**src/rtl/bus_arbiter_pkg.sv**
```systemverilog
// Shared definitions for the two-master bus arbiter: widths, FSM encoding and
// the error read-data pattern returned on an aborted access.
package bus_arbiter_pkg;

    localparam int ADDR_W = 32;
    localparam int DATA_W = 32;
    localparam int STRB_W = 4;

    typedef enum logic [1:0] {
        ST_IDLE  = 2'd0,
        ST_GRANT = 2'd1,
        ST_RESP  = 2'd2,
        ST_FLUSH = 2'd3
    } state_t;

    localparam logic [DATA_W-1:0] BUS_ERR_RDATA = 32'hFFFF_FFFF;

    // Round-robin pick: returns 1 when m1 should be granted. On a tie the
    // master that was not granted last wins.
    function automatic logic pick_m1(input logic v0, input logic v1, input logic last);
        return (v0 && v1) ? ~last : v1;
    endfunction

endpackage

```
**src/rtl/bus_arbiter.sv**
```systemverilog
// Two-master round-robin arbiter for the valid/ready memory bus with a
// registered slave request and a programmable abort timeout.
module bus_arbiter
    import bus_arbiter_pkg::*;
#(
    parameter int unsigned TIMEOUT = 255
) (
    input  logic              clk,
    input  logic              rst_n,
    input  logic              m0_valid,
    input  logic [ADDR_W-1:0] m0_addr,
    input  logic [DATA_W-1:0] m0_wdata,
    input  logic [STRB_W-1:0] m0_wstrb,
    output logic              m0_ready,
    output logic [DATA_W-1:0] m0_rdata,
    output logic              m0_err,
    input  logic              m1_valid,
    input  logic [ADDR_W-1:0] m1_addr,
    input  logic [DATA_W-1:0] m1_wdata,
    input  logic [STRB_W-1:0] m1_wstrb,
    output logic              m1_ready,
    output logic [DATA_W-1:0] m1_rdata,
    output logic              m1_err,
    output logic              s_valid,
    output logic [ADDR_W-1:0] s_addr,
    output logic [DATA_W-1:0] s_wdata,
    output logic [STRB_W-1:0] s_wstrb,
    input  logic              s_ready,
    input  logic [DATA_W-1:0] s_rdata,
    output logic              busy,
    output logic              timeout_evt
);

    // One spare count value so the counter can hold TIMEOUT and still saturate.
    localparam int CNT_W = $clog2(TIMEOUT + 2);
    localparam logic [CNT_W-1:0] TMO_VAL = CNT_W'(TIMEOUT);
    localparam bit TMO_EN = (TIMEOUT != 0);

    function automatic logic [CNT_W-1:0] sat_inc(input logic [CNT_W-1:0] v);
        return (&v) ? v : v + CNT_W'(1);
    endfunction

    state_t            state, state_nxt;
    logic              last;
    logic              gnt;
    logic              aborted;
    logic [CNT_W-1:0]  cnt;

    logic              grant_sel;
    logic              take_grant;
    logic              slave_done;
    logic              tmo_hit;
    logic              enter_resp;
    logic [DATA_W-1:0] resp_rdata;
    logic [ADDR_W-1:0] sel_addr;
    logic [DATA_W-1:0] sel_wdata;
    logic [STRB_W-1:0] sel_wstrb;
    logic              m0_ready_nxt, m1_ready_nxt;
    logic [DATA_W-1:0] m0_rdata_nxt, m1_rdata_nxt;
    logic              m0_err_nxt, m1_err_nxt;
    logic              busy_nxt;

    always_ff @(posedge clk or negedge rst_n) begin
        if (!rst_n) begin
            state <= ST_IDLE;
        end else begin
            state <= state_nxt;
        end
    end

    always_comb begin
        state_nxt = state;
        case (state)
            ST_IDLE:  if (m0_valid || m1_valid) state_nxt = ST_GRANT;
            ST_GRANT: if (s_ready || (TMO_EN && cnt == TMO_VAL)) state_nxt = ST_RESP;
            ST_RESP:  state_nxt = aborted ? ST_FLUSH : ST_IDLE;
            ST_FLUSH: state_nxt = ST_IDLE;
            default:  state_nxt = ST_IDLE;
        endcase
    end

    // Decoded strobes and the next values of every registered output.
    always_comb begin
        grant_sel    = pick_m1(m0_valid, m1_valid, last);
        take_grant   = (state == ST_IDLE) && (m0_valid || m1_valid);
        slave_done   = (state == ST_GRANT) && s_ready;
        tmo_hit      = (state == ST_GRANT) && !s_ready && TMO_EN && (cnt == TMO_VAL);
        enter_resp   = slave_done || tmo_hit;
        resp_rdata   = tmo_hit ? BUS_ERR_RDATA : s_rdata;
        sel_addr     = grant_sel ? m1_addr  : m0_addr;
        sel_wdata    = grant_sel ? m1_wdata : m0_wdata;
        sel_wstrb    = grant_sel ? m1_wstrb : m0_wstrb;
        m0_ready_nxt = enter_resp && !gnt;
        m1_ready_nxt = enter_resp && gnt;
        m0_rdata_nxt = m0_ready_nxt ? resp_rdata : '0;
        m1_rdata_nxt = m1_ready_nxt ? resp_rdata : '0;
        m0_err_nxt   = tmo_hit && !gnt;
        m1_err_nxt   = tmo_hit && gnt;
        busy_nxt     = (state_nxt != ST_IDLE);
    end

    always_ff @(posedge clk or negedge rst_n) begin
        if (!rst_n) begin
            last        <= 1'b1;
            gnt         <= 1'b0;
            aborted     <= 1'b0;
            cnt         <= '0;
            s_valid     <= 1'b0;
            s_addr      <= '0;
            s_wdata     <= '0;
            s_wstrb     <= '0;
            m0_ready    <= 1'b0;
            m1_ready    <= 1'b0;
            m0_rdata    <= '0;
            m1_rdata    <= '0;
            m0_err      <= 1'b0;
            m1_err      <= 1'b0;
            busy        <= 1'b0;
            timeout_evt <= 1'b0;
        end else begin
            if (take_grant) begin
                gnt     <= grant_sel;
                s_valid <= 1'b1;
                s_addr  <= sel_addr;
                s_wdata <= sel_wdata;
                s_wstrb <= sel_wstrb;
                cnt     <= '0;
            end
            if (enter_resp) begin
                s_valid <= 1'b0;
                aborted <= tmo_hit;
            end
            if (slave_done) begin
                last <= gnt;
            end
            if ((state == ST_GRANT) && !enter_resp) begin
                cnt <= sat_inc(cnt);
            end
            m0_ready    <= m0_ready_nxt;
            m1_ready    <= m1_ready_nxt;
            m0_rdata    <= m0_rdata_nxt;
            m1_rdata    <= m1_rdata_nxt;
            m0_err      <= m0_err_nxt;
            m1_err      <= m1_err_nxt;
            busy        <= busy_nxt;
            timeout_evt <= tmo_hit;
        end
    end

endmodule

```
**config.mk**
```make
export PLATFORM = sky130hd
export DESIGN_NAME = bus_arbiter
export DESIGN_NICKNAME = d
export VERILOG_FILES = /design/src/rtl/bus_arbiter_pkg.sv /design/src/rtl/bus_arbiter.sv
export SDC_FILE = /design/constraint.sdc
export NUM_CORES = 1
export LEC_CHECK = 0
export CAP_MARGIN = 20
export CORE_MARGIN = 5
export CORE_UTILIZATION = 35
export DETAILED_ROUTE_END_ITERATION = 7
export HOLD_SLACK_MARGIN = 0.15
export PLACE_DENSITY_LB_ADDON = 0.2
export REMOVE_ABC_BUFFERS = 1
export SLEW_MARGIN = 20
export SYNTH_ARGS = -nofsm -noshare
export SYNTH_HDL_FRONTEND = slang
export SYNTH_SLANG_ARGS = --single-unit
```
**constraint.sdc**
```tcl
create_clock -name clk -period 6.7 [get_ports clk]
set_input_delay 2.01 -clock clk [delete_from_list [all_inputs] [get_ports clk]]
set_output_delay 2.01 -clock clk [all_outputs]
set_load 0.02 [all_outputs]
```
==> run summary <==
The core region area is 17060 sq um, and the via count normalized by instance count is 4.679. The met3 capacity usage during global routing came out at 0.09701. The synthesized instance count came out at 554. The global-route wire length before repair is 30140 um, and the critical path's largest stage delay is 0.61 ns. The type of the setup path with the least slack is in -> reg. Summed over all cells, the static leakage comes to 4.477 nW.

No sink is reached through more buffers than the 2 on the longest clock path. Summing over every cut layer, the via total after detailed routing is 5100. The final critical-path required period is 3.838 ns, and the average size of a mapped cell is 10.85 sq um. For the total length of routed wires, the log shows 19560 um.

After detailed placement, the design holds a cell count of 1061. In this run, post-CTS hold repair placed 0 buffers. Of all cell types, the one taking the most synthesized area is dfrtp_1. The clock tree synthesis step divided the H-tree into 4 levels. DRC violation count after routing: 0.

Counting cells, the worst reg-to-reg path comes to 8. The logs give 4.10 ns for the data arrival time of the critical path and 48 for the site row count. The final hold violation count is 0. Setup violations remaining at the end of the flow were counted as 0.

The tools report the sequential share of the synthesized area as 0.6369. The floorplan step set the die height to 141.1 um. Counting flops and latches in the post-synthesis netlist gives 153. The logs give 0.2178 for the fraction of met1 tracks used by global routing and 0.007748 ns for the post-route clock skew. The number of maximum-capacitance violations came out at 0. The tools report the root buffer cell as clkbuf_16. The busiest metal layer after global routing was met2. For flop-to-flop paths, the worst setup slack is 4.13 ns. The initial standard-cell utilization of the core is 0.3526. The normalized max-slew margin is 0.3512. TritonCTS built the clock tree. The logs give 0.9089 for the final estimated routing congestion in global placement and 6013 sq um for the mapped cell area. The repair_antennas step left the layout with diodes totalling 0. Leaving out filler cells and counting taps, the final layout contains 1090. Ranked by total cell area, the synthesized netlist is headed by dfrtp_1 63%, mux2i_1 11%, nor2_1 6.3%, o21ai_0 6.0%, nand2_1 4.9%. 312 I/O pins were placed.

For the post-CTS setup buffer count, the log shows 0. The met2 usage is 0.3241, and the utilization after layout is 0.5841. The worst setup path is launched from an input port. The tools report the number of global-route vias before repair as 5348.

The area share of the largest cell type after synthesis works out to 0.6325. The tools report the launch point of the worst reg-to-reg path as cnt[0]. Routed wire length per instance: 17.94 um. During synthesis, Yosys emitted a total of 0 warnings.

Setup repair after global routing left no endpoint under its margin. From left edge to right edge, the die measures 141.1 um. The type of the worst min-delay path is reg -> reg.

The clock transition at the register clock pins on the worst setup and hold paths after CTS is 0.06 ns. The most critical setup path has its endpoint at s_wdata[31]. The tools report the CTS buffer count as 17. Input and output buffers added on the ports amount to 311.

Once detailed placement completed, the half-perimeter wirelength came to 14830 um. The endpoint identified for the worst register-to-register timing path is cnt[4]. For the pin with the worst max-slew slack, the measured transition is 0.9732 ns.

The clock net in this run drives a total of 153 sinks. The netlist uses 35 different library cells. The logs give 216 for the number of violations reported at the end of detailed-routing iteration 0 and 0 for the number of nets with antenna violations after detailed routing. The ratio of cells with drive above 1 in the final layout is 0.04740, and the areal power density over the cells is 391.5 nW/um^2. The required time reported for the critical path endpoint was 6.97 ns.

The startpoint of the most critical setup path is m1_valid. STA classifies the critical path endpoint as a flip-flop. The initial antenna violation count was 0; the length of the first detailed-routing pass in iterations was 6. On the critical path, the stage with the largest delay is an instance of buf_4. At the later pin of the worst-skew pair, clock insertion delay measures 0.41 ns. Of all nets on the critical path, the largest fanout is 39. The highest attainable clock frequency is 0.2606 GHz, and the final-stage net count is 1031. The relative area change from synthesis to final layout came out at 65.69%. Entering global routing, the biggest net connects 108 pins. The flow ran to the end, and the final reports show no timing, DRC or antenna violations. The maximum VDD drop was 198.0 uV; the post-cts gate resize count was 0. The global router's overall resource usage was 0.1964. The die covers 19900 sq um.

Summed over all layers, the global routing overflow is 0. The critical path goes through clkdlybuf4s50_1 -> a21boi_4 -> buf_4 -> mux2i_1 -> o21ai_0. The run gives 0 as the final count of pins violating max slew.

The share of the clock period used by the worst path came out at 0.5728.
==> registers in the layout, indices dropped and copies added (netlist names) <==
signal / flops
m0_rdata: 32
s_valid: 1
m1_ready: 1
last: 1
gnt: 1
m1_rdata: 32
state: 2
s_wdata: 32
timeout_evt: 1
m1_err: 1
s_addr: 32
m0_ready: 1
m0_err: 1
busy: 1
s_wstrb: 4
aborted: 1
cnt: 9
==> stage by stage <==
| step | area [sq um] | power (mW) | TNS, ns | hold WS (ns) | worst slack (ns) |
|---|---|---|---|---|---|
| after floorplan | 5872 | 2.168 | -259.03 | 0.4533 | -3.477 |
| after global placement | 9343 | 2.885 | 0 | 0.4633 | 2.553 |
| after detailed placement | 9343 | 2.929 | 0 | 0.4692 | 2.427 |
| after CTS | 9963 | 3.954 | 0 | 0.4818 | 2.886 |
| after global routing | 9963 | 4.127 | 0 | 0.5080 | 2.692 |
| final | 9963 | 3.900 | 0 | 0.4780 | 2.862 |
==> worst min path at each step <==
stage	end	startpoint	cells after the start
2_1_floorplan	cnt[6]	cnt[6]	1
3_3_place_gp	s_addr[8]	s_addr[8]	2
3_5_place_dp	s_wdata[18]	s_wdata[18]	2
4_1_cts	s_wdata[18]	s_wdata[18]	2
5_1_grt	s_addr[29]	s_addr[29]	2
6_report	s_wdata[18]	s_wdata[18]	2
==> logic make-up (layout without fill, tap and decap cells) <==
family	Yosys count	after routing	synth area share
and+or+nand+nor	202	202	0.1359
DFF	153	153	0.6369
AOI/OAI and AO/OA	85	85	0.07595
muxes	70	70	0.1167
buffers and inverters	39	350	0.02538
adders and majority gates	3	3	0.006243
xor gates and xnor gates	2	2	0.002914
==> cell usage in the layout, fill, tap and decap left out, drive strengths merged, types with 3 or more instances in the layout <==
| cell | Yosys | routed |
|---|---|---|
| clkdlybuf4s50 | 0 | 310 |
| buf | 7 | 8 |
| ha | 3 | 3 |
| nand2 | 79 | 79 |
| nand3 | 6 | 6 |
| a21oi | 3 | 3 |
| nor2b | 3 | 3 |
| clkinv | 0 | 4 |
| dfrtp | 152 | 152 |
| inv | 3 | 3 |
| clkbuf | 29 | 20 |
| nor2 | 101 | 101 |
| bufinv | 0 | 5 |
| o21ai | 72 | 72 |
| mux2i | 69 | 69 |
==> where the power goes <==
group	switching [mW]	internal [mW]	leakage (nW)	total [mW]
Combinational	0.848	0.689	2.18	1.54
Clock	0.350	0.663	0.306	1.01
Sequential	0.147	1.20	2.00	1.35
==> worst max-delay path, delay by kind of cell <==
family | cells | cell delay [ns]
buf+inv | 2 | 1.18
compound gates | 2 | 0.51
mux | 1 | 0.37
==> metal layers <==
layer | wire, um | up-vias
met5 | 0 | -
met4 | 486 | 0
met3 | 2350 | 30
met2 | 9424 | 223
met1 | 7294 | 2403
li1 | - | 2444
==> synth_stat cells (all sizes together) <==
master / instances
and3: 1
dfrtp: 152
o311ai: 1
o21ai: 72
a21oi: 3
and3b: 1
nand4: 1
nand3: 6
or3: 1
a2111oi: 1
nor3: 2
o21a: 2
ha: 3
o211ai: 1
or2: 2
nand3b: 2
o41ai: 1
nor2: 101
nand2: 79
xnor2: 2
buf: 7
a21boi: 1
o31ai: 1
clkbuf: 29
or4b: 1
mux2i: 69
a211o: 2
nor2b: 3
inv: 3
and2: 1
mux2: 1
dfstp: 1
nand4b: 1
==> cell type report <==
class                           instances  area, sq um
Clock buffer                           20        446.7
Timing Repair Buffer                  318         3167
Inverter                                3        11.26
Clock inverter                          9        173.9
Fill cell                            1427         7093
Tap cell                              225        281.5
Sequential cell                       153         3830
Multi-Input combinational cell        362         2053
Power figures use the tool's default switching activity.
